[config.mk]
export PLATFORM = sky130hd
export DESIGN_NAME = dac_playback_12bit
export DESIGN_NICKNAME = d
export VERILOG_FILES = /design/src/rtl/dac_playback_12bit.sv
export SDC_FILE = /design/constraint.sdc
export NUM_CORES = 1
export LEC_CHECK = 0
export ABC_AREA = 1
export ABC_CLOCK_PERIOD_IN_PS = 2000
export CORE_MARGIN = 1
export CORE_UTILIZATION = 38
export CTS_CLUSTER_DIAMETER = 40
export CTS_CLUSTER_SIZE = 24
export DETAILED_ROUTE_END_ITERATION = 8
export DONT_BUFFER_PORTS = 1
export GPL_ROUTABILITY_DRIVEN = 0
export MAX_ROUTING_LAYER = met4
export RECOVER_POWER = 50
export SETUP_SLACK_MARGIN = 0.4
export SLEW_MARGIN = 30
export SYNTH_ARGS = -nofsm -noshare
export SYNTH_HDL_FRONTEND = slang
export SYNTH_SLANG_ARGS = --single-unit
[constraint.sdc]
create_clock -name clk -period 2 [get_ports clk]
set_clock_uncertainty 0.2 [all_clocks]
set_input_delay 0.5 -clock clk [delete_from_list [all_inputs] [get_ports clk]]
set_output_delay 0.5 -clock clk [all_outputs]
set_load 0.05 [all_outputs]
[src/rtl/dac_playback_12bit.sv]
`default_nettype none
// ============================================================================
// Module      : dac_playback_12bit
// Description : Replays a buffer of 12-bit samples to an MCP4921-class SPI
//               DAC. One 16-bit write frame {DAC_CFG, sample} per sample,
//               oldest sample first, SPI mode 0, MSB first. The SCLK rate is
//               set by HALF_PER. CS is held high for CS_GAP cycles between
//               frames. A one-cycle done pulse follows the last frame.
// Ports       : clk        - system clock
//               rst        - asynchronous reset, active low
//               start      - one-cycle request, honoured only when idle
//               storage    - sample buffer, sample k at [12k+11:12k]
//               CS         - DAC chip select, active low
//               SCLK       - SPI clock, idle low
//               MOSI       - SPI data, MSB first
//               busy       - high while a buffer is being played
//               done       - one-cycle pulse when the buffer is finished
//               sample_idx - index of the sample being sent
// Revision    : 1.0 - initial release
// ============================================================================
module dac_playback_12bit #(
    parameter int         HALF_PER    = 250,
    parameter int         NUM_SAMPLES = 10,
    parameter int         CS_GAP      = 500,
    parameter logic [3:0] DAC_CFG     = 4'b0011
) (
    input  logic                      clk,
    input  logic                      rst,
    input  logic                      start,
    input  logic [12*NUM_SAMPLES-1:0] storage,
    output logic                      CS,
    output logic                      SCLK,
    output logic                      MOSI,
    output logic                      busy,
    output logic                      done,
    output logic [3:0]                sample_idx
);

    // One shared counter times both the SCLK half periods and the CS gap.
    // It only has to reach the larger of the two limits minus one.
    localparam int c_CNT_MAX = (HALF_PER > CS_GAP) ? HALF_PER : CS_GAP;
    localparam int c_CNT_W   = (c_CNT_MAX > 1) ? $clog2(c_CNT_MAX) : 1;

    localparam logic [c_CNT_W-1:0] c_HALF_LAST = c_CNT_W'(HALF_PER - 1);
    localparam logic [c_CNT_W-1:0] c_GAP_LAST  = c_CNT_W'(CS_GAP - 1);
    localparam logic [3:0]         c_IDX_FIRST = 4'(NUM_SAMPLES - 1);
    localparam logic [3:0]         c_LAST_BIT  = 4'd15;

    typedef enum logic [2:0] {
        S_IDLE   = 3'd0,
        S_LOAD   = 3'd1,
        S_BIT_LO = 3'd2,
        S_BIT_HI = 3'd3,
        S_TAIL   = 3'd4,
        S_GAP    = 3'd5,
        S_FIN    = 3'd6
    } state_t;

    state_t                    r_state;
    state_t                    w_next_state;
    logic [c_CNT_W-1:0]        r_cnt;
    logic [3:0]                r_bit;
    logic [15:0]               r_shift;
    logic [12*NUM_SAMPLES-1:0] r_snap;
    logic [3:0]                r_idx;
    logic                      r_cs;
    logic                      r_sclk;
    logic                      r_mosi;
    logic                      r_busy;
    logic                      r_done;

    logic                      w_half_end;
    logic                      w_gap_end;
    logic                      w_timed;
    logic [11:0]               w_sample;

    assign w_half_end = (r_cnt == c_HALF_LAST);
    assign w_gap_end  = (r_cnt == c_GAP_LAST);
    assign w_timed    = (r_state == S_BIT_LO) || (r_state == S_BIT_HI) ||
                        (r_state == S_TAIL)   || (r_state == S_GAP);

    // Sample selector over the snapshot, indexed by the current sample.
    always_comb begin
        w_sample = r_snap[11:0];
        for (int k = 0; k < NUM_SAMPLES; k++) begin
            if (r_idx == 4'(k)) begin
                w_sample = r_snap[12*k +: 12];
            end
        end
    end

    // ------------------------------------------------------------------
    // State register
    // ------------------------------------------------------------------
    always_ff @(posedge clk or negedge rst) begin
        if (!rst) begin
            r_state <= S_IDLE;
        end else begin
            r_state <= w_next_state;
        end
    end

    // ------------------------------------------------------------------
    // Next-state logic
    // ------------------------------------------------------------------
    always_comb begin
        w_next_state = r_state;
        case (r_state)
            S_IDLE:   if (start)      w_next_state = S_LOAD;
            S_LOAD:                   w_next_state = S_BIT_LO;
            S_BIT_LO: if (w_half_end) w_next_state = S_BIT_HI;
            S_BIT_HI: if (w_half_end) w_next_state = (r_bit == c_LAST_BIT) ? S_TAIL : S_BIT_LO;
            S_TAIL:   if (w_half_end) w_next_state = S_GAP;
            S_GAP:    if (w_gap_end)  w_next_state = (r_idx == 4'd0) ? S_FIN : S_LOAD;
            S_FIN:                    w_next_state = S_IDLE;
            default:                  w_next_state = S_IDLE;
        endcase
    end

    // ------------------------------------------------------------------
    // Phase counter: restarts on every state change so a phase always
    // runs its full length and never wraps part-way through.
    // ------------------------------------------------------------------
    always_ff @(posedge clk or negedge rst) begin
        if (!rst) begin
            r_cnt <= '0;
        end else if (w_next_state != r_state) begin
            r_cnt <= '0;
        end else if (w_timed) begin
            r_cnt <= r_cnt + 1'b1;
        end else begin
            r_cnt <= '0;
        end
    end

    // ------------------------------------------------------------------
    // Datapath and SPI pins
    // ------------------------------------------------------------------
    always_ff @(posedge clk or negedge rst) begin
        if (!rst) begin
            r_snap  <= '0;
            r_shift <= '0;
            r_bit   <= '0;
            r_idx   <= '0;
            r_cs    <= 1'b1;
            r_sclk  <= 1'b0;
            r_mosi  <= 1'b0;
            r_busy  <= 1'b0;
            r_done  <= 1'b0;
        end else begin
            r_done <= 1'b0;
            case (r_state)
                S_IDLE: begin
                    if (start) begin
                        r_snap <= storage;
                        r_idx  <= c_IDX_FIRST;
                        r_busy <= 1'b1;
                        // CS drops as LOAD is entered so that the LOAD cycle
                        // belongs to the frame (CS low = 1 + 33 half periods).
                        r_cs   <= 1'b0;
                    end
                end
                S_LOAD: begin
                    r_shift <= {DAC_CFG, w_sample};
                    r_mosi  <= DAC_CFG[3];
                    r_bit   <= '0;
                end
                S_BIT_LO: begin
                    if (w_half_end) begin
                        r_sclk <= 1'b1;
                    end
                end
                S_BIT_HI: begin
                    if (w_half_end) begin
                        // Falling SCLK edge: the only place MOSI advances
                        // inside a frame. Zero fill leaves MOSI low after bit 0.
                        r_sclk  <= 1'b0;
                        r_shift <= {r_shift[14:0], 1'b0};
                        r_mosi  <= r_shift[14];
                        r_bit   <= r_bit + 1'b1;
                    end
                end
                S_TAIL: begin
                    if (w_half_end) begin
                        r_cs <= 1'b1;
                    end
                end
                S_GAP: begin
                    if (w_gap_end && (r_idx != 4'd0)) begin
                        r_idx <= r_idx - 1'b1;
                        r_cs  <= 1'b0;
                    end
                end
                S_FIN: begin
                    r_done <= 1'b1;
                    r_busy <= 1'b0;
                    r_mosi <= 1'b0;
                end
                default: begin
                    r_cs   <= 1'b1;
                    r_sclk <= 1'b0;
                end
            endcase
        end
    end

    assign CS         = r_cs;
    assign SCLK       = r_sclk;
    assign MOSI       = r_mosi;
    assign busy       = r_busy;
    assign done       = r_done;
    assign sample_idx = r_idx;

endmodule
`default_nettype wire

==> metrics.txt, run 1 <==
headroom to the max-slew limit=72.18%; Static Leak=0.006449 uW; PnR worst setup slack=-0.1085 ns; Power Total=7051 uW; share of the clock period used by the worst path=105.4%; number of buffer cells added on primary ports=0; Setup Viol. Count Final=15; Top FF cell, synth=sky130_fd_sc_hd__dfrtp_1; remaining number of nets flagged by the antenna check after routing=0; max cap viols=0; list of cells traversed by the critical path=buf_12 -> ha_4 -> nand2_4 -> inv_2 -> buf_12 -> nand2_1 -> nand3_1 -> nand3_2 -> nand2_1 -> nand2_1 -> nand2_1 -> nand2_1 -> nand2_1 -> nand2_1 -> nand2_1; Die H=147.3 um; antenna violations before repair=0; number of pins exceeding their max-slew limit in the final report=0; layout cell share with drive strength beyond 1=36.14%; clock-pin slew of the registers on the worst-case setup and hold paths=0.07 ns; element type at the critical path end=flop; largest net degree at the start of global routing=161; post-layout minimum cycle time=2.109 ns; number of clock sinks seen by CTS=160; total half-perimeter wirelength after legalization and detailed placement=14320 um; gr ovfl total=0; Area after DPL=0.008579 mm2; result of the run=finished, violations left; Total Die Area=0.02170 mm2; boundary pin count=132; CP max-delay cell=sky130_fd_sc_hd__dfrtp_2; vias in the first global route=7377; number of levels in the clock H-tree=4; Hold WC Path Type=input port to async pin; clock tree root buffer cell=sky130_fd_sc_hd__clkbuf_16; type of origin of the critical path=flop; Worst Setup Path Type=flop to flop; violated checks=negative hold slack, negative setup slack; TritonCTS buffer count=17; area inside the core boundary=0.02049 mm2; Worst-Margin Slew=0.4161 ns; post-route cell area=0.01276 mm2; Gate Count Post-Synth=1049; Critical Path Max Stage Delay=0.44 ns; total number of vias=7880; post-synthesis register bit count=160; Synth Net Count=1180; layout-stage area growth over the synthesis result=59.05%; worst-case hold slack=-0.4462 ns; most used cell along the critical path=sky130_fd_sc_hd__nand2_1; TritonCTS clock tree=done; first-pass GRT wire length=39160 um; data required time of the worst path=2.13 ns; unrepaired setup endpoints after global routing=true; FF-to-FF setup slack=-0.11 ns; count of nets after finishing=1366; Synth async-reset ratio=100.0%; Row Count=52; Initial DRT Pass Iterations=5; endpoints failing hold=164; GR met3 Demand/Resource=4.565%; synth warn=0; power density over the cells=552.6 mW/mm2; Antenna Cells=0; worst voltage drop across the vdd grid=0.5986 mV; Post-synth EDFFs=0; worst skew pair latency=0.43 ns; maximum net fanout on the critical path=12; met1 capacity usage during global routing=31.72%; Setup Slack @ Placement=-0.08986 ns; mean number of vias per cell=5.191; initial cell density of the core=39.15%; final routed wire length divided by cell count=19.16 um; Routed Wire Length=29080 um; upper clock frequency limit=474.3 MHz; layer with the highest usage after global routing=met2; sequential fraction of the synthesis area=49.92%; Synth cell types=38; Longest Clk Path Bufs=2; synthesized area per cell=7.648 um2; total standard cell area after synthesis=0.008023 mm2; Overall Global Routing Usage=24.34%; arrival time of data at the critical path endpoint=2.24 ns; Iter 0 DRT Violations=635; residual DRC count=0; Die X=147.3 um; GR Layer Usage met2=38.49%
[cells in the final DEF, fill, tap and decap left out, types with 3 or more instances in the layout]
| master | n |
|---|---|
| sky130_fd_sc_hd__nor2_4 | 8 |
| sky130_fd_sc_hd__nand3_1 | 25 |
| sky130_fd_sc_hd__buf_16 | 12 |
| sky130_fd_sc_hd__inv_2 | 15 |
| sky130_fd_sc_hd__nor3_4 | 3 |
| sky130_fd_sc_hd__nand2_1 | 225 |
| sky130_fd_sc_hd__clkinv_4 | 3 |
| sky130_fd_sc_hd__inv_8 | 3 |
| sky130_fd_sc_hd__inv_6 | 6 |
| sky130_fd_sc_hd__o21ai_1 | 35 |
| sky130_fd_sc_hd__ha_1 | 3 |
| sky130_fd_sc_hd__dlygate4sd3_1 | 90 |
| sky130_fd_sc_hd__o21ai_0 | 28 |
| sky130_fd_sc_hd__nand3_2 | 16 |
| sky130_fd_sc_hd__o22ai_1 | 7 |
| sky130_fd_sc_hd__nand4_1 | 3 |
| sky130_fd_sc_hd__nor2_2 | 11 |
| sky130_fd_sc_hd__nand2_4 | 54 |
| sky130_fd_sc_hd__bufinv_16 | 4 |
| sky130_fd_sc_hd__clkbuf_16 | 30 |
| sky130_fd_sc_hd__clkinvlp_4 | 4 |
| sky130_fd_sc_hd__inv_1 | 161 |
| sky130_fd_sc_hd__inv_4 | 7 |
| sky130_fd_sc_hd__a21oi_2 | 3 |
| sky130_fd_sc_hd__o211ai_1 | 12 |
| sky130_fd_sc_hd__nor2_1 | 8 |
| sky130_fd_sc_hd__dfrtp_2 | 11 |
| sky130_fd_sc_hd__ha_4 | 3 |
| sky130_fd_sc_hd__buf_6 | 30 |
| sky130_fd_sc_hd__buf_4 | 33 |
| sky130_fd_sc_hd__nand2_2 | 59 |
| sky130_fd_sc_hd__dfrtp_1 | 148 |
| sky130_fd_sc_hd__o21ai_2 | 83 |
| sky130_fd_sc_hd__buf_8 | 6 |
| sky130_fd_sc_hd__buf_12 | 26 |
| sky130_fd_sc_hd__a21oi_1 | 46 |
[worst max-delay path, delay by kind of cell, from the launching register on]
family                   cells  cell delay [ns]
AND/OR/NAND/NOR             11             0.86
flip-flops                   1             0.44
buffers and inverters        3             0.34
adder cells (fa/ha/maj)      1             0.16
[stage by stage]
stage	std cells	utilization (%)	hold slack (ns)	TNS, ns
global placement	1306	41.86	0.007617	-0.6379
finish	1518	62.26	-0.4462	-0.6232
detailed placement	1306	41.86	0.01006	-0.9199
CTS	1460	53.88	-0.4557	-0.5144
floorplan	1049	-	0.004409	0
global route	1518	62.26	-0.4671	-2.610
[cell usage after synthesis (9+ instances only)]
master,instances,area [um2]
sky130_fd_sc_hd__a21oi_1,50,250.2
sky130_fd_sc_hd__buf_2,18,90.09
sky130_fd_sc_hd__clkbuf_1,23,86.33
sky130_fd_sc_hd__dfrtp_1,159,3979
sky130_fd_sc_hd__inv_1,173,649.4
sky130_fd_sc_hd__inv_2,13,48.80
sky130_fd_sc_hd__nand2_1,329,1235
sky130_fd_sc_hd__nand3_1,42,210.2
sky130_fd_sc_hd__nor2_1,14,52.55
sky130_fd_sc_hd__nor2_2,9,56.30
sky130_fd_sc_hd__o211ai_1,12,90.09
sky130_fd_sc_hd__o21ai_0,141,705.7
[per-layer routing]
layer | wire [um] | vias to the layer above
met5 | 0 | -
met4 | 466 | 0
met3 | 1762 | 50
met2 | 14530 | 290
met1 | 12320 | 3866
li1 | - | 3674
[what timing repair did]
action | in CTS | in global routing
cloned | 16 | 21
endpoints found under the setup margin | 167 | 164
hold buffers | 76 | 14
gates resized for setup | 156 | 337
pin swaps | 26 | 38
hold endpoints to repair | 236 | 174
setup buffers | 30 | 23
[final cells by class]
cell class	count	area (um2)
fill	1648	7735
multi-input combinational	657	4253
sequential	160	4019
timing repair buffer	211	2758
inverter	187	740.7
clock buffer	17	425.4
tap	270	337.8
clock inverter	15	219.0
timing repair inverter	1	7.507
[report_power, final]
group	internal, uW	switching [uW]
combinational	119	60.3
sequential	3230	0
clock	2130	1500
[state kept, by name, summed over array words and instances (netlist names)]
signal / flops
done: 1
r_snap: 120
r_shift: 15
busy: 1
SCLK: 1
sample_idx: 4
r_bit: 4
MOSI: 1
CS: 1
r_cnt: 9
r_state: 3
[path summary, 6_finish.rpt]
kind                          startpoint            end  cells after the start
min                                  rst      r_snap[4]                      0
max reg2reg                sample_idx[1]     r_shift[7]                     15
max in group asynchronous            rst  sample_idx[3]                      0
min in group clk             storage[37]     r_snap[37]                      2
max                        sample_idx[1]     r_shift[7]                     15
min reg2reg                   r_snap[28]     r_snap[28]                      2
[logic make-up (layout without fill, tap and decap cells)]
| kind of cell | after synthesis | count (layout) | share of synthesized area (%) |
|---|---|---|---|
| mux | 1 | 1 | 0.1248 |
| fa+ha+maj | 8 | 8 | 1.248 |
| buf+inv | 235 | 431 | 11.43 |
| compound gates | 222 | 222 | 14.71 |
| simple gates | 423 | 426 | 22.57 |
| flops | 160 | 160 | 49.92 |
No activity file was read; power rests on OpenSTA's default activity.
==> inputs of run 2 (changes only) <==
--- a/config.mk
+++ b/config.mk
@@ -13,7 +13,7 @@
 export CTS_CLUSTER_SIZE = 24
 export DETAILED_ROUTE_END_ITERATION = 8
 export DONT_BUFFER_PORTS = 1
-export GPL_ROUTABILITY_DRIVEN = 0
+export HOLD_SLACK_MARGIN = 0.08
 export MAX_ROUTING_LAYER = met4
 export RECOVER_POWER = 50
 export SETUP_SLACK_MARGIN = 0.4
==> run 2 against run 1 <==
Compared with the run above:
- the flow still finishes with violations (negative hold slack, negative setup slack)
- die area unchanged
- worst setup slack better by 0.0035 ns
- critical path type unchanged
- hold slack better by 0.00099 ns
==> metrics.txt, run 2 (synthesized netlist as in run 1, its figures left out) <==
Antenna Cells=0; area inside the core boundary=0.02049 mm2; gr ovfl total=0; Die X=147.3 um; boundary pin count=132; list of cells traversed by the critical path=inv_4 -> ha_4 -> buf_12 -> nand2_4 -> o211ai_1 -> nand3_2 -> nand3_2 -> nand2_1 -> nand2_1 -> nand2_1 -> nand2_1 -> nand2_1 -> nand2_1 -> nand2_1; Static Leak=0.006635 uW; maximum net fanout on the critical path=5; layer with the highest usage after global routing=met2; layout cell share with drive strength beyond 1=35.08%; final-layout setup total negative slack=-0.9231 ns; register containing the most flip-flops in the final layout=r_snap; Iter 0 DRT Violations=635; violated checks=negative hold slack, negative setup slack; data required time of the worst path=2.13 ns; vias in the first global route=7631; unrepaired setup endpoints after global routing=true; initial cell density of the core=39.15%; Row Count=52; GR Layer Usage met2=39.95%; Die H=147.3 um; arrival time of data at the critical path endpoint=2.23 ns; residual DRC count=0; number of pins exceeding their max-slew limit in the final report=0; PnR worst setup slack=-0.1050 ns; TritonCTS buffer count=17; startpoint of the lowest-slack register-to-register path=sample_idx[1]; number of buffer cells added on primary ports=0; FF-to-FF path depth=14; Setup Slack @ Placement=-0.08986 ns; element type at the critical path end=flop; total number of vias=8129; final routed wire length divided by cell count=19.54 um; worst skew pair latency=0.43 ns; post-layout minimum cycle time=2.105 ns; type of origin of the critical path=flop; Longest Clk Path Bufs=2; worst-case hold slack=-0.4452 ns; most common cell after layout, fill and taps aside=sky130_fd_sc_hd__nand2_1; CP max-delay cell=sky130_fd_sc_hd__dfrtp_2; Worst-Margin Slew=0.4181 ns; clock tree root buffer cell=sky130_fd_sc_hd__clkbuf_16; largest net degree at the start of global routing=161; Hold WC Path Type=input port to async pin; upper clock frequency limit=475.1 MHz; max cap viols=0; Critical R2R Capture=r_shift[2]; Initial DRT Pass Iterations=5; antenna violations before repair=0; hold bufs inserted after CTS=120; count of nets after finishing=1395; mean number of vias per cell=5.255; endpoints failing hold=160; first-pass GRT wire length=40200 um; power density over the cells=543.9 mW/mm2; Routed Wire Length=30230 um; Total Die Area=0.02170 mm2; total half-perimeter wirelength after legalization and detailed placement=14320 um; met1 capacity usage during global routing=32.10%; remaining number of nets flagged by the antenna check after routing=0; TritonCTS clock tree=done; worst voltage drop across the vdd grid=0.5794 mV; highest-count cells in the layout ignoring fill and taps=sky130_fd_sc_hd__nand2_1 (227), sky130_fd_sc_hd__inv_1 (161), sky130_fd_sc_hd__dfrtp_1 (148); number of levels in the clock H-tree=4; share of the clock period used by the worst path=105.3%; max FFs per register=120; result of the run=finished, violations left; FF-to-FF setup slack=-0.11 ns; layout-stage area growth over the synthesis result=62.80%; top flop regs=r_snap: 120 flops, r_shift: 15 flops, r_cnt: 9 flops; Worst Setup Path Type=flop to flop; most used cell along the critical path=sky130_fd_sc_hd__nand2_1; headroom to the max-slew limit=72.04%; Critical Path Max Stage Delay=0.44 ns; GR met3 Demand/Resource=4.907%; clock-pin slew of the registers on the worst-case setup and hold paths=0.07 ns; Setup Viol. Count Final=21; number of clock sinks seen by CTS=160; final estimated routing congestion in global placement=0.8519; Overall Global Routing Usage=24.93%
==> run 2: layer usage <==
metal | share of wire [%] | vias to the layer above | wire length, um
met5 | 0 | - | 0
li1 | - | 3745 | -
met2 | 50 | 326 | 15070
met4 | 2.2 | 0 | 659
met3 | 5.9 | 59 | 1786
met1 | 42 | 3999 | 12710
==> run 2: power by group <==
| group | internal (uW) | switching [uW] | leakage (uW) |
|---|---|---|---|
| sequential | 3230 | 0 | 0.00162 |
| combinational | 159 | 76.1 | 0.00470 |
| clock | 2130 | 1500 | 0.000310 |
==> run 2: through the flow <==
stage | instances | utilization (%) | instance area (um2) | total power (uW)
floorplan | 1049 | - | 8148 | 3298
global placement | 1306 | 41.86 | 8579 | 3297
detailed placement | 1306 | 41.86 | 8579 | 3297
CTS | 1504 | 56.03 | 11480 | 7086
global route | 1547 | 63.73 | 13060 | 7275
finish | 1547 | 63.73 | 13060 | 7104
==> run 2: cell type report <==
| class | count | area, um2 |
|---|---|---|
| clock buffers | 17 | 425.4 |
| clock inverters | 15 | 219.0 |
| fillers | 1570 | 7433 |
| inverters | 187 | 740.7 |
| multi-input cells | 657 | 4295 |
| flip-flops and latches | 160 | 4019 |
| well taps | 270 | 337.8 |
| repair buffers | 240 | 3017 |
| repair inverters | 1 | 7.507 |
==> run 2: how the worst max path moves through the flow <==
stage,startpoint,end,depth (start not counted)
after CTS,sample_idx[1],r_shift[0],15
after floorplan,sample_idx[2],r_shift[10],14
final,sample_idx[1],r_shift[2],14
after detailed placement,sample_idx[0],r_shift[5],14
after global routing,sample_idx[0],r_shift[4],14
after global placement,sample_idx[0],r_shift[5],14
==> run 2: critical path: cells and delay by family, from the launching register on <==
family,cells,cell delay (ns)
simple gates,10,0.72
flops,1,0.44
compound gates,1,0.27
buf+inv,2,0.22
fa+ha+maj,1,0.15
==> run 2: what timing repair did <==
action,4_1_cts,5_1_grt
setup endpoints to repair,167,164
hold endpoints to repair,280,160
gates resized for setup,156,340
pin swaps,26,40
gates cloned,16,20
setup buffers,30,23
==> inputs of run 3 (changes only) <==
--- a/config.mk
+++ b/config.mk
@@ -5,11 +5,9 @@
 export SDC_FILE = /design/constraint.sdc
 export NUM_CORES = 1
 export LEC_CHECK = 0
-export ABC_AREA = 1
 export ABC_CLOCK_PERIOD_IN_PS = 2000
 export CORE_MARGIN = 1
 export CORE_UTILIZATION = 38
-export CTS_CLUSTER_DIAMETER = 40
 export CTS_CLUSTER_SIZE = 24
 export DETAILED_ROUTE_END_ITERATION = 8
 export DONT_BUFFER_PORTS = 1
==> run 3 against run 2 <==
Compared with the run above:
- the run still ends with negative hold slack, negative setup slack left
- routed wire length grew 31%
- sequential share of layout area shrank 2.7 points
- core utilization is 6.4 points higher
- count of clock-buffer cells in the layout up 4
- critical path type unchanged
==> metrics.txt, run 3 <==
reported net switching power=1538 uW; upper clock frequency limit=395.9 MHz; Int Power=5346 uW; largest net degree at the start of global routing=161; Initial DRT Pass Iterations=6; mean number of vias per cell=6.223; total standard cell area after synthesis=0.007940 mm2; synth warn=0; Routed Wire Length=39660 um; Synth Net Count=1084; met1 capacity usage during global routing=40.62%; type of origin of the critical path=flop; boundary pin count=132; Row Count=52; TritonCTS clock tree=done; clock tree root buffer cell=sky130_fd_sc_hd__clkbuf_16; Area after DPL=0.008796 mm2; number of pins exceeding their max-slew limit in the final report=0; top flop regs=r_snap: 120 flops, r_shift: 15 flops, r_cnt: 9 flops; Overall Global Routing Usage=31.74%; data required time of the worst path=2.16 ns; share of the clock period used by the worst path=126.3%; fraction of the mapped netlist area in simple logic gates=25.37%; arrival time of data at the critical path endpoint=2.69 ns; synthesized-area fraction occupied by ao, oa, aoi and oai cells=16.39%; share of the synthesized area in the top cell type=50.11%; final routed wire length divided by cell count=26.71 um; post-layout instance count excluding filler cells=1485; residual DRC count=0; final estimated routing congestion in global placement=0.8526; Static Leak=0.006611 uW; TritonCTS buffer count=17; post-synthesis adder-cell area fraction=1.261%; Critical Path Max Stage Delay=0.53 ns; hold bufs inserted after CTS=120; XOR/XNOR share of the synthesized area=1.103%; GR met3 Demand/Resource=6.906%; Post-synth EDFFs=0; count of nets after finishing=1332; maximum net fanout on the critical path=10; combinational share of power=3.4%; area inside the core boundary=0.02036 mm2; Total Die Area=0.02148 mm2; area of combinational cells with multiple inputs=0.005314 mm2; fill cell total of the finished layout=1211; startpoint of the lowest-slack register-to-register path=sample_idx[1]; clock-pin slew of the registers on the worst-case setup and hold paths=0.08 ns; Critical path origin=sample_idx[1]; register containing the most flip-flops in the final layout=r_snap; post-synthesis register bit count=160; worst-case hold slack=-0.4574 ns; layout-stage area growth over the synthesis result=79.86%; headroom to the max-slew limit=58.65%; max FFs per register=120; power density over the cells=482.1 mW/mm2; top post-synthesis cells by area=sky130_fd_sc_hd__dfrtp_1 (50%), sky130_fd_sc_hd__nand2_1 (16%), sky130_fd_sc_hd__o21ai_0 (3.4%), sky130_fd_sc_hd__clkbuf_1 (2.7%), sky130_fd_sc_hd__a221oi_1 (2.3%); element type at the critical path end=flop; layout cell share with drive strength beyond 1=46.71%; Gate Count Post-Synth=953; fraction of synthesized area in multiplexers=0.5043%; Worst-Margin Slew=0.6202 ns; list of cells traversed by the critical path=buf_12 -> ha_4 -> buf_6 -> nor2b_4 -> buf_8 -> a22oi_1 -> o22ai_1 -> o211ai_1 -> nand3_1; gr ovfl total=0; Die H=146.6 um; layer with the highest usage after global routing=met2; number of clock sinks seen by CTS=160; Longest Clk Path Bufs=2; sequential fraction of the synthesis area=50.44%; clock network fraction of design power=49.6%; post-layout minimum cycle time=2.526 ns; result of the run=finished, violations left; Hold WC Path Type=input port to async pin; footprint of the flip-flops and latches=0.004015 mm2; dominant cell by count in the synthesized netlist=sky130_fd_sc_hd__nand2_1; number of levels in the clock H-tree=4; number of buffers and inverters on the critical path=3; Iter 0 DRT Violations=1160; endpoints failing hold=160; most common cell after layout, fill and taps aside=sky130_fd_sc_hd__dfrtp_1; sequential cell fraction of total power=47.0%; synthesized area per cell=8.332 um2; post-synthesis cell type with the largest combined area=sky130_fd_sc_hd__dfrtp_1; Setup Viol. Count Final=30; unrepaired setup endpoints after global routing=true; post-route cell area=0.01428 mm2; vias in the first global route=8546; antenna violations before repair=1; Die X=146.6 um; Top FF cell, synth=sky130_fd_sc_hd__dfrtp_1; total number of vias=9241; remaining number of nets flagged by the antenna check after routing=0; violated checks=negative hold slack, negative setup slack; cell class contributing the biggest share of worst-path delay=compound AO/OA/AOI/OAI gates; highest-count cells in the layout ignoring fill and taps=sky130_fd_sc_hd__dfrtp_1 (151), sky130_fd_sc_hd__nand2_2 (120), sky130_fd_sc_hd__dlygate4sd3_1 (120); max cap viols=0; top cells by instance count after synthesis=sky130_fd_sc_hd__nand2_1 (337), sky130_fd_sc_hd__dfrtp_1 (159), sky130_fd_sc_hd__clkbuf_1 (57); largest family of logic cells by synthesized area=simple AND/OR/NAND/NOR gates; number of cells after detailed placement=1232; total half-perimeter wirelength after legalization and detailed placement=16050 um; number of buffer cells added on primary ports=0; Synth async-reset ratio=100.0%; Synth cell types=53; Worst Setup Path Type=flop to flop; Setup Slack @ Placement=-0.1353 ns; Switching Share=22.35%; PnR worst setup slack=-0.5257 ns; worst voltage drop across the vdd grid=0.6507 mV; worst skew pair latency=0.45 ns; GR Layer Usage met2=47.26%; first-pass GRT wire length=49640 um; initial cell density of the core=38.99%; CP max-delay cell=sky130_fd_sc_hd__o22ai_1
run 3: cell types whose count changed after synthesis, sizes merged, moves of 20 or more:
| cell | before | now |
|---|---|---|
| inv | 186 | 31 |
| o21ai | 148 | 57 |
| a221oi | 0 | 21 |
| a21oi | 51 | 31 |
| nand3 | 43 | 23 |
| nor2 | 28 | 48 |
| clkbuf | 23 | 57 |
run 3: path summary, 6_finish.rpt:
kind | to | slack (ns) | depth (start not counted)
setup reg to reg | r_shift[9] | -0.53 | 9
max in group asynchronous | r_snap[68] | 1.71 | 0
min in group clk | r_shift[14] | 0.30 | 2
setup / recovery | r_shift[9] | -0.53 | 9
hold / removal | r_snap[87] | -0.46 | 0
hold reg to reg | r_shift[14] | 0.30 | 2
run 3: final cells by class:
class / instances / area share (%)
diodes: 1 / 0.01752
multi-input cells: 692 / 37.21
inverters: 31 / 0.8498
well taps: 270 / 2.366
flip-flops and latches: 160 / 28.11
clock inverters: 11 / 0.9112
clock buffers: 21 / 3.294
repair buffers: 299 / 27.24
run 3: kinds of logic (layout without fill, tap and decap cells):
family	Yosys count	count (layout)
AND/OR/NAND/NOR	475	475
AO/OA/AOI/OAI	195	195
flip-flops	160	160
buffers and inverters	101	362
XOR/XNOR	10	10
adder cells (fa/ha/maj)	8	8
multiplexers	4	4
other	0	1
run 3: metal layers:
metal	vias to the layer above	wire length, um
met3	249	4697
met4	0	3025
met1	4450	14220
met5	-	0
met2	809	17720
li1	3733	-
run 3: timing repair:
item / 4_1_cts / 5_1_grt
pin swaps: 14 / 220
setup endpoints to repair: 168 / 168
cloned: 34 / 5
endpoints found under the hold margin: 280 / 160
setup buffers: 42 / 19
gates resized for setup: 186 / 407
run 3: power groups by stage:
stage	Sequential (uW)	Combinational, uW	Clock (uW)
5_1_grt	3230	246	3530
4_1_cts	3240	198	3350
3_3_place_gp	3300	2.72	0
6_report	3240	237	3410
2_1_floorplan	3300	2.70	0
3_5_place_dp	3300	2.72	0
run 3: through the flow:
| step | setup TNS, ns | hold WS [ns] | total power, uW | utilization [%] |
|---|---|---|---|---|
| 4_1_cts | -0.01306 | -0.4395 | 6789 | 61.43 |
| 3_3_place_gp | -0.6831 | 0.01690 | 3299 | 43.19 |
| 2_1_floorplan | -0.5142 | 0.004409 | 3300 | - |
| 6_report | -3.411 | -0.4574 | 6884 | 70.13 |
| 3_5_place_dp | -0.8314 | 0.01780 | 3299 | 43.19 |
| 5_1_grt | -4.612 | -0.4674 | 7013 | 70.13 |
